<file path="config.mk">
export PLATFORM = sky130hd
export DESIGN_NAME = imem_loader_flat
export DESIGN_NICKNAME = d
export VERILOG_FILES = /design/src/rtl/imem_loader_pkg.sv /design/src/rtl/imem_loader_if.sv /design/src/rtl/imem_byte_packer.sv /design/src/rtl/imem_loader.sv /design/src/flat_wrapper.sv
export SDC_FILE = /design/constraint.sdc
export NUM_CORES = 1
export LEC_CHECK = 0
export BUFFER_PORTS_ARGS = -buffer_cell sky130_fd_sc_hd__buf_2
export CORE_UTILIZATION = 45
export DETAILED_ROUTE_END_ITERATION = 10
export GPL_ROUTABILITY_DRIVEN = 0
export GPL_TIMING_DRIVEN = 0
export PLACE_DENSITY = 0.65
export SLEW_MARGIN = 15
export SYNTH_ARGS = -nofsm -noshare
export SYNTH_HDL_FRONTEND = slang
export SYNTH_SLANG_ARGS = --single-unit
</file>
<file path="constraint.sdc">
create_clock -name clk -period 2.5 [get_ports clk]
set_clock_uncertainty 0.15 [all_clocks]
set_input_delay 0.375 -clock clk [delete_from_list [all_inputs] [get_ports clk]]
set_output_delay 0.375 -clock clk [all_outputs]
set_load 0.01 [all_outputs]
</file>
<file path="src/rtl/imem_loader_pkg.sv">
// Shared types and helpers for the instruction-memory loader.
// The checksum helper is only used when IMEM_LOADER_CHECKSUM_EN is defined.
package imem_loader_pkg;

    localparam int WORD_BYTES = 4;
    localparam int CNT_BYTES  = 2;

    typedef enum logic [2:0] {
        ST_IDLE,
        ST_CNT_HI,
        ST_CNT_LO,
        ST_DATA,
        ST_CHK,
        ST_DONE,
        ST_ERR
    } loader_state_e;

    // Folds all four bytes of a packed word into the running XOR checksum.
    function automatic logic [7:0] chk_fold(input logic [7:0] acc, input logic [31:0] word);
        return acc ^ word[31:24] ^ word[23:16] ^ word[15:8] ^ word[7:0];
    endfunction

endpackage

</file>
<file path="src/rtl/imem_loader_if.sv">
// Byte-stream, instruction-memory write port and status bundle of the loader.
interface imem_loader_if #(parameter int ADDR_W = 10);

    logic              start;
    logic [7:0]        rx_data;
    logic              rx_valid;
    logic              rx_ready;
    logic              imem_we;
    logic [ADDR_W-1:0] imem_addr;
    logic [31:0]       imem_wdata;
    logic              cpu_hold;
    logic              done;
    logic              error;
    logic [ADDR_W:0]   words_loaded;

    modport slave (
        input  start, rx_data, rx_valid,
        output rx_ready, imem_we, imem_addr, imem_wdata,
               cpu_hold, done, error, words_loaded
    );

    modport master (
        output start, rx_data, rx_valid,
        input  rx_ready, imem_we, imem_addr, imem_wdata,
               cpu_hold, done, error, words_loaded
    );

endinterface

</file>
<file path="src/rtl/imem_byte_packer.sv">
// Big-endian 8->32 packer: the first byte of a word lands in bits 31:24.
module imem_byte_packer
    import imem_loader_pkg::*;
(
    input  logic        clk,
    input  logic        rst_n,
    input  logic        clear,
    input  logic        en,
    input  logic [7:0]  rx_byte,
    output logic        word_valid,
    output logic [31:0] word
);

    logic [23:0] shift_q;
    logic [1:0]  idx_q;

    // The byte index wraps naturally after the fourth byte of each word.
    always_ff @(posedge clk) begin
        if (!rst_n || clear) begin
            shift_q <= '0;
            idx_q   <= '0;
        end else if (en) begin
            shift_q <= {shift_q[15:0], rx_byte};
            idx_q   <= idx_q + 2'd1;
        end
    end

    assign word_valid = en && (idx_q == 2'(WORD_BYTES - 1));
    assign word       = {shift_q, rx_byte};

endmodule

</file>
<file path="src/rtl/imem_loader.sv">
// Runtime program loader: count header, big-endian words, optional checksum
// byte (enabled by defining IMEM_LOADER_CHECKSUM_EN); writes imem from address 0.
module imem_loader
    import imem_loader_pkg::*;
#(
    parameter int ADDR_W = 10
)
(
    input  logic         clk,
    input  logic         rst_n,
    imem_loader_if.slave bus
);

    loader_state_e     state_q, state_d;
    logic [7:0]        cnt_hi_q;
    logic [ADDR_W:0]   n_q;
    logic [ADDR_W:0]   words_rcvd_q;
    logic [ADDR_W:0]   loaded_q;
    logic              we_q;
    logic [ADDR_W-1:0] addr_q;
    logic [31:0]       wdata_q;
    logic              rx_ready;
    logic              hs;
    logic              start_ok;
    logic              data_complete;
    logic              pack_en;
    logic              word_valid;
    logic [31:0]       word;
    logic [15:0]       n_full;
`ifdef IMEM_LOADER_CHECKSUM_EN
    logic [7:0]        chk_q;
    logic              last_word;
`endif

    assign hs            = bus.rx_valid && rx_ready;
    assign start_ok      = bus.start && (state_q == ST_IDLE || state_q == ST_DONE || state_q == ST_ERR);
    assign n_full        = {cnt_hi_q, bus.rx_data};
    assign data_complete = (words_rcvd_q == n_q);
    assign pack_en       = hs && (state_q == ST_DATA);
`ifdef IMEM_LOADER_CHECKSUM_EN
    assign last_word     = ((words_rcvd_q + (ADDR_W+1)'(1)) == n_q);
`endif

    imem_byte_packer u_packer (
        .clk        (clk),
        .rst_n      (rst_n),
        .clear      (start_ok),
        .en         (pack_en),
        .rx_byte    (bus.rx_data),
        .word_valid (word_valid),
        .word       (word)
    );

    // Once every word is received the stream is closed so the drain cycle
    // before DONE cannot swallow a stray byte.
    always_comb begin
        rx_ready = 1'b0;
        case (state_q)
            ST_CNT_HI, ST_CNT_LO: rx_ready = 1'b1;
            ST_DATA:              rx_ready = !data_complete;
`ifdef IMEM_LOADER_CHECKSUM_EN
            ST_CHK:               rx_ready = 1'b1;
`endif
            default:              rx_ready = 1'b0;
        endcase
    end

    always_comb begin
        state_d = state_q;
        case (state_q)
            ST_IDLE, ST_DONE, ST_ERR: begin
                if (bus.start) state_d = ST_CNT_HI;
            end
            ST_CNT_HI: begin
                if (hs) state_d = ST_CNT_LO;
            end
            ST_CNT_LO: begin
                if (hs) begin
                    if (32'(n_full) > (32'd1 << ADDR_W)) begin
                        state_d = ST_ERR;
                    end else if (n_full == 16'd0) begin
`ifdef IMEM_LOADER_CHECKSUM_EN
                        state_d = ST_CHK;
`else
                        state_d = ST_DONE;
`endif
                    end else begin
                        state_d = ST_DATA;
                    end
                end
            end
            ST_DATA: begin
`ifdef IMEM_LOADER_CHECKSUM_EN
                if (word_valid && last_word) state_d = ST_CHK;
`else
                if (data_complete) state_d = ST_DONE;
`endif
            end
`ifdef IMEM_LOADER_CHECKSUM_EN
            ST_CHK: begin
                if (hs) state_d = (bus.rx_data == chk_q) ? ST_DONE : ST_ERR;
            end
`endif
            default: state_d = ST_IDLE;
        endcase
    end

    always_ff @(posedge clk) begin
        if (!rst_n) begin
            state_q      <= ST_IDLE;
            cnt_hi_q     <= '0;
            n_q          <= '0;
            words_rcvd_q <= '0;
            loaded_q     <= '0;
            we_q         <= 1'b0;
            addr_q       <= '0;
            wdata_q      <= '0;
`ifdef IMEM_LOADER_CHECKSUM_EN
            chk_q        <= '0;
`endif
        end else begin
            state_q <= state_d;
            we_q    <= word_valid;
            if (hs && state_q == ST_CNT_HI) cnt_hi_q <= bus.rx_data;
            if (hs && state_q == ST_CNT_LO) n_q <= n_full[ADDR_W:0];
            if (word_valid) begin
                words_rcvd_q <= words_rcvd_q + (ADDR_W+1)'(1);
                addr_q       <= words_rcvd_q[ADDR_W-1:0];
                wdata_q      <= word;
`ifdef IMEM_LOADER_CHECKSUM_EN
                chk_q        <= chk_fold(chk_q, word);
`endif
            end
            if (we_q) loaded_q <= loaded_q + (ADDR_W+1)'(1);
            if (start_ok) begin
                words_rcvd_q <= '0;
                loaded_q     <= '0;
`ifdef IMEM_LOADER_CHECKSUM_EN
                chk_q        <= '0;
`endif
            end
        end
    end

    assign bus.rx_ready     = rx_ready;
    assign bus.imem_we      = we_q;
    assign bus.imem_addr    = addr_q;
    assign bus.imem_wdata   = wdata_q;
    assign bus.cpu_hold     = !(state_q == ST_IDLE || state_q == ST_DONE);
    assign bus.done         = (state_q == ST_DONE);
    assign bus.error        = (state_q == ST_ERR);
    assign bus.words_loaded = loaded_q;

endmodule

</file>
<file path="src/flat_wrapper.sv">
// flat-port wrapper written by rule: the top's interface ports become plain ports
module imem_loader_flat import imem_loader_pkg::*;
#(
    parameter int ADDR_W = 10
)
  (clk, rst_n, bus_start, bus_rx_data, bus_rx_valid, bus_rx_ready, bus_imem_we, bus_imem_addr, bus_imem_wdata, bus_cpu_hold, bus_done, bus_error, bus_words_loaded);
  imem_loader_if #(.ADDR_W(ADDR_W)) bus_i ();
  input  logic clk;
  input  logic rst_n;
  input wire logic [$bits(bus_i.start)-1:0] bus_start;
  input wire logic [$bits(bus_i.rx_data)-1:0] bus_rx_data;
  input wire logic [$bits(bus_i.rx_valid)-1:0] bus_rx_valid;
  output wire logic [$bits(bus_i.rx_ready)-1:0] bus_rx_ready;
  output wire logic [$bits(bus_i.imem_we)-1:0] bus_imem_we;
  output wire logic [$bits(bus_i.imem_addr)-1:0] bus_imem_addr;
  output wire logic [$bits(bus_i.imem_wdata)-1:0] bus_imem_wdata;
  output wire logic [$bits(bus_i.cpu_hold)-1:0] bus_cpu_hold;
  output wire logic [$bits(bus_i.done)-1:0] bus_done;
  output wire logic [$bits(bus_i.error)-1:0] bus_error;
  output wire logic [$bits(bus_i.words_loaded)-1:0] bus_words_loaded;
  assign bus_i.start = bus_start;
  assign bus_i.rx_data = bus_rx_data;
  assign bus_i.rx_valid = bus_rx_valid;
  assign bus_rx_ready = bus_i.rx_ready;
  assign bus_imem_we = bus_i.imem_we;
  assign bus_imem_addr = bus_i.imem_addr;
  assign bus_imem_wdata = bus_i.imem_wdata;
  assign bus_cpu_hold = bus_i.cpu_hold;
  assign bus_done = bus_i.done;
  assign bus_error = bus_i.error;
  assign bus_words_loaded = bus_i.words_loaded;
  imem_loader #(.ADDR_W(ADDR_W)) u_core (.clk(clk), .rst_n(rst_n), .bus(bus_i));
endmodule
</file>
==> results_dict.tcl, run 1 <==
set metrics [dict create \
    syn_to_final_growth_pct 27.3 \
    clock_path_buffers 2 \
    via_per_inst 5.37 \
    antenna_cells 0 \
    clock_sinks 113 \
    avgSynthCellArea_um2 8.16 \
    finalSetupViolCount 0 \
    power.density_nw_per_um2 898 \
    grt_pass1_wl_um 20300 \
    critPathKind "reg2out" \
    power_mw 5.43 \
    yosys_most_used_dff "dfxtp_1" \
    tightest_slew_ns 0.795 \
    hpwl_um 8570 \
    drv_slew 0 \
    worst-path-max-fanout 10 \
    switching_share 0.263 \
    rows 37 \
    fin_cells 821 \
    yosys_register_bits 113 \
    synthesis.area_um2 4750 \
    fmax_mhz 410 \
    grt_pass1_vias 4148 \
    grt_usage 0.234 \
    start_util 0.462 \
    p_int_mw 4.00 \
    die_y_um 105 \
    p_seq_frac 0.346 \
    overflow 0 \
    ctsHoldBuffers 0 \
    dp_cells 786 \
    drtPass1Iterations 4 \
    max_stage_delay_ns 0.41 \
    cts_buffers 17 \
    clkTransAtPathRegs_ns 0.06 \
    via_count 4410 \
    nFillCells 952 \
    max-cap-violations 0 \
    endpoint_kind "primary output" \
    critPathTopFamily "flip-flops" \
    async_flop_share 0 \
    clockPowerShare 0.498 \
    cts_tree "yes" \
    crit_arrival_ns 1.91 \
    synthesis.nets 597 \
    core_area_um2 10300 \
    pin_count 70 \
    synthCells 582 \
    synth_cell_types 44 \
    switching_power_mw 1.43 \
    nets 688 \
    status "completed" \
    synth_enable_flop_cells 0 \
    yosysSeqAreaShare 0.477 \
    die_w_um 105 \
    drt-initial-drc-count 318 \
    grt_max_degree 17 \
    clockRootBuffer "clkbuf_8" \
    worstPathRequired_ns 1.98 \
    clk_latency_ns 0.51 \
    synth_warnings 0 \
    drive_above_1_share 0.203 \
    slowest_stage "dfxtp_2" \
    drc_errors 0 \
    wl_per_cell_um 15.1 \
    vdd_drop_max_uv 481 \
    hp-class "in2reg" \
    leakage_nw 2.24 \
    antenna_found_initial 0 \
    wl_um 12400 \
    fin_crit_sh 0.975 \
    path_buf_inv 2 \
    relSlewSlack 0.466 \
    p_comb_frac 0.156 \
    htree_levels 4 \
    start_kind "flop" \
    cp_cell_sequence "xnor2_1, nand4_2, nor3_4, buf_6, a31oi_1, buf_2" \
    port_buffers 68 \
    ant_nets 0 \
    min_period_ns 2.44 \
    finalHoldViolCount 0 \
    dieArea_um2 11000 \
]
registers in the layout, indices dropped and copies added, names as in the netlist:
register                 cells
u_core.state_q               3
u_core.cnt_hi_q              8
u_core.bus.imem_wdata       32
u_core.u_packer.idx_q        2
u_core.bus.words_loaded     11
u_core.bus.imem_addr        10
u_core.bus.imem_we           1
u_core.words_rcvd_q         11
u_core.n_q                  11
u_core.u_packer.shift_q     24
per-layer routing:
metal	vias up	routed length [µm]	GRT usage
met3	24	625	0.0449
met5	-	0	0
met4	0	233	0.104
met1	2048	5730	0.305
li1	2204	-	-
met2	134	5820	0.375
path summary, 6_finish.rpt:
| check | depth (start not counted) | endpoint | start | slack (ns) |
|---|---|---|---|---|
| max | 6 | bus_rx_ready | u_core.words_rcvd_q[5] | 0.06 |
| min | 3 | u_core.bus.imem_wdata[0] | bus_rx_data[0] | 0.02 |
| max reg2reg | 5 | u_core.u_packer.shift_q[1] | u_core.state_q[0] | 0.19 |
| min reg2reg | 2 | u_core.bus.imem_addr[3] | u_core.bus.imem_addr[3] | 0.29 |
cell type report:
type,instances,area (µm²),area share
clock inverter,10,205,0.0340
tap,136,170,0.0282
clock buffer,21,459,0.0760
buffer,46,219,0.0362
timing repair buffer,72,370,0.0613
inverter,2,7.51,0.00124
multi-input combinational,421,2330,0.386
sequential,113,2280,0.377
kinds of logic after synthesis:
logic type | share of synthesized area
AOI/OAI and AO/OA | 0.182
xor gates and xnor gates | 0.0461
adders and majority gates | 0.00791
buffers and inverters | 0.0456
DFF | 0.477
muxes | 0.00211
and+or+nand+nor | 0.240
placed cells by master (no fill, tap or decap), types with 3 or more instances in the layout:
master     netlist  routed
dfxtp_1        113     104
buf_2            8      74
dfxtp_2          0       7
clkbuf_8         0       4
buf_4            3       8
clkbuf_1        31      31
nor3_1           4       4
nand4_1          5       5
xnor2_2          0       7
nand3_1         82      81
o21a_1           3       3
clkbuf_16        0      16
o21ai_1         21      21
nor2_1          24      24
nand2b_1         5       5
and2_1           3       3
and3_1           3       3
o21ai_0         58      58
a21boi_0        19      19
a21oi_1         38      38
nand2_1         91      91
xnor2_1         17      10
bufinv_16        0       6
ha_1             3       3
buf_6            2       3
or3_1            9       9
nor2b_1          4       4
xor2_1           8       8
what timing repair did:
| item | 4_1_cts | 5_1_grt |
|---|---|---|
| setup endpoints to repair | 1 | 2 |
| gates cloned | 0 | 0 |
| buffers inserted | 3 | 1 |
| gates resized for setup | 14 | 12 |
| pin swaps | 4 | 2 |
tightest hold or removal path: stages:
cell and delay [ns]:
buf_2 0.14, nand3_1 0.07, o21ai_1 0.05
Yosys cell counts, drive strengths merged (2+ instances only):
cell,n,share of area
a21oi,38,0.040
inv,2,0.0016
nor4,2,0.0026
and2,4,0.0058
o21a,3,0.0047
o31ai,3,0.0076
nor2,24,0.019
o31a,2,0.0037
a21boi,19,0.030
nand2,91,0.072
and3,3,0.0040
xnor2,17,0.031
o21ai,79,0.083
dfxtp,113,0.48
buf,15,0.020
nor2b,4,0.0053
ha,3,0.0079
clkbuf,31,0.025
nand2b,5,0.0066
nand3,82,0.086
or3,9,0.012
xor2,8,0.015
nor3,5,0.0063
nand4,7,0.012
o41ai,2,0.0037
power groups by stage:
stage	clock (mW)	combinational [mW]	sequential, mW
after detailed placement	0	0.762	1.92
after CTS	2.73	0.819	1.88
after floorplan	0	0.544	1.91
final	2.71	0.844	1.88
after global placement	0	0.748	1.91
after global routing	2.82	0.920	1.88
through the flow:
step                      hold WS, ns  setup WS, ns  area [µm²]   util  TNS [ns]
final                          0.0164        0.0617        6040  0.588         0
after global routing           0.0169       -0.0128        6040  0.588   -0.0128
after CTS                     0.00501       0.00169        5980  0.582         0
after detailed placement        0.290        0.0543        5260  0.512         0
after global placement          0.284        0.0652        5260  0.512         0
after floorplan                 0.283         0.528        4750      -         0
Power figures use the tool's default switching activity.
==> run 2: changes to the inputs <==
--- a/config.mk
+++ b/config.mk
@@ -5,6 +5,7 @@
 export SDC_FILE = /design/constraint.sdc
 export NUM_CORES = 1
 export LEC_CHECK = 0
+export ABC_AREA = 1
 export BUFFER_PORTS_ARGS = -buffer_cell sky130_fd_sc_hd__buf_2
 export CORE_UTILIZATION = 45
 export DETAILED_ROUTE_END_ITERATION = 10
==> results_dict.tcl, run 2 <==
set metrics [dict create \
    port_buffers 67 \
    grt_usage 0.229 \
    antenna_cells 0 \
    async_flop_share 0 \
    tightest_slew_ns 0.544 \
    synth_top_area_frac 0.467 \
    r2r_slack_ns 0.29 \
    yosys_most_used_dff "dfxtp_1" \
    hpwl_um 8660 \
    cts_buffers 17 \
    synth_most_common_cell "nor2_1" \
    worst-path-max-fanout 7 \
    cts_tree "yes" \
    cts_setup_buffers 0 \
    leakage_nw 2.74 \
    synth_cell_types 32 \
    cp_cell_sequence "inv_2, nand2_1, nand2_1, nor2_1, nand2_1, nor2_2, nand2_1, nand2_2, nand2_4, buf_2" \
    antenna_found_initial 0 \
    drc_errors 0 \
    clockRootBuffer "clkbuf_8" \
    p_seq_frac 0.395 \
    clkTransAtPathRegs_ns 0.05 \
    whs_endpoint "u_core.bus.imem_wdata[2]" \
    drtPass1Iterations 4 \
    r2r_end "u_core.u_packer.shift_q[1]" \
    synth_warnings 0 \
    endpoint_kind "primary output" \
    pin_count 70 \
    final_common_cell "nor2_1" \
    yosys_register_bits 113 \
    start_kind "flop" \
    max_stage_delay_ns 0.40 \
    yosysSeqAreaShare 0.467 \
    finalSetupViolCount 0 \
    relSlewSlack 0.637 \
    via_per_inst 4.98 \
    die_y_um 106 \
    clk_latency_ns 0.52 \
    htree_levels 4 \
    grt_pass1_vias 4155 \
    switching_power_mw 1.31 \
    synth_enable_flop_cells 0 \
    clock_path_buffers 2 \
    grt_max_degree 17 \
    drive_above_1_share 0.170 \
    fin_crit_sh 0.947 \
    timing.rr.start "u_core.state_q[1]" \
    avgSynthCellArea_um2 7.18 \
    dieArea_um2 11200 \
    fmax_mhz 422 \
    status "completed" \
    p_int_mw 3.54 \
    ys_top_cells_by_area "dfxtp_1 (47%), nor2_1 (12%), nand2_1 (12%)" \
    syn_to_final_growth_pct 22.9 \
    switching_share 0.270 \
    fin_tns_setup_ns 0 \
    hp-class "in2reg" \
    start_util 0.467 \
    drt-initial-drc-count 227 \
    finalHoldViolCount 0 \
    grt_pass1_wl_um 20100 \
    p_comb_frac 0.141 \
    die_w_um 106 \
    ant_nets 0 \
    overflow 0 \
    synthesis.area_um2 4840 \
    clockPowerShare 0.465 \
    slowest_stage "dfxtp_2" \
    max-cap-violations 0 \
    min_from "bus_rx_data[2]" \
    synth.cells.most_frequent "nor2_1 (154), nand2_1 (151), dfxtp_1 (113)" \
    final_cell_mix "nor2_1 (154), nand2_1 (151), dfxtp_1 (108)" \
    rsz0062_at_grt "no" \
    core_area_um2 10400 \
    critPathKind "reg2out" \
    crit_path_frequent_cell "nand2_1" \
    nets 781 \
    drv_slew 0 \
    wl_um 12200 \
    nFillCells 1004 \
    vdd_drop_max_uv 371 \
    multi_input_area_um2 2270 \
    power.density_nw_per_um2 816 \
    synthesis.nets 690 \
    wl_per_cell_um 13.3 \
    crit_arrival_ns 1.84 \
    whs_path_depth 3 \
    power_mw 4.86 \
    min_period_ns 2.37 \
    yosys.area.top_type "dfxtp_1" \
    seq_area_um2 2270 \
    worstPathRequired_ns 1.98 \
    via_count 4541 \
    ff2ff_path_depth 9 \
    rows 37 \
    synthCells 675 \
    largest_reg_flops 32 \
    clock_sinks 113 \
]
-- run 2: worst max-delay path by stage --
stage	start	to	slack, ns
6_report	u_core.words_rcvd_q[5]	bus_rx_ready	0.13
3_5_place_dp	rst_n	u_core.u_packer.shift_q[7]	0.33
3_3_place_gp	rst_n	u_core.u_packer.shift_q[10]	0.31
5_1_grt	u_core.words_rcvd_q[9]	bus_rx_ready	0.002
2_1_floorplan	u_core.words_rcvd_q[5]	u_core.bus.imem_addr[0]	0.72
4_1_cts	u_core.words_rcvd_q[5]	bus_rx_ready	0.05
-- run 2: stage by stage --
stage	area, µm²	std cells	setup slack (ns)	util	hold WS (ns)
after floorplan	4840	675	0.722	-	0.286
after global placement	5350	878	0.315	0.516	0.300
after detailed placement	5350	878	0.331	0.516	0.304
after CTS	5950	912	0.0483	0.574	0.00470
after global routing	5960	912	0.00214	0.574	0.0307
final	5960	912	0.131	0.574	0.0147
-- run 2: cells by family (layout without fill, tap and decap cells) --
group | Yosys count | count (layout) | share of synthesized area
AO/OA/AOI/OAI | 68 | 68 | 0.0726
XOR/XNOR | 16 | 16 | 0.0289
adder cells (fa/ha/maj) | 3 | 3 | 0.00775
buffers and inverters | 74 | 175 | 0.0653
flip-flops | 113 | 113 | 0.467
AND/OR/NAND/NOR | 401 | 401 | 0.358
-- run 2: layout make-up --
cell class / count / area share
sequential: 113 / 0.381
multi-input combinational: 488 / 0.380
clock buffer: 23 / 0.0784
timing repair buffer: 72 / 0.0647
tap: 136 / 0.0286
buffer: 33 / 0.0273
inverter: 41 / 0.0258
clock inverter: 6 / 0.0139
-- run 2: what timing repair did --
action                                  in CTS  in global routing
gates resized for setup                      0                  6
endpoints found under the setup margin       0                  1
hold endpoints to repair                     5                  0
hold buffers                                 5                  0
-- run 2: power groups by stage --
stage          clock network, mW  registers, mW  logic (mW)
4_1_cts                     2.27           1.92       0.681
3_3_place_gp                   0           1.95       0.651
3_5_place_dp                   0           1.95       0.665
6_report                    2.26           1.92       0.684
5_1_grt                     2.37           1.92       0.767
2_1_floorplan                  0           1.94       0.489
-- run 2: worst max-delay path, delay by kind of cell, from the launching register on --
family | cells | cell delay (ns)
buffers and inverters | 2 | 0.24
and+or+nand+nor | 8 | 0.68
DFF | 1 | 0.40
-- run 2: layer usage --
layer / track usage / vias to the layer above / part of all wire
li1: - / 2329 / -
met1: 0.304 / 2080 / 0.48
met2: 0.364 / 118 / 0.45
met3: 0.0482 / 14 / 0.053
met4: 0.0913 / 0 / 0.014
met5: 0 / - / 0
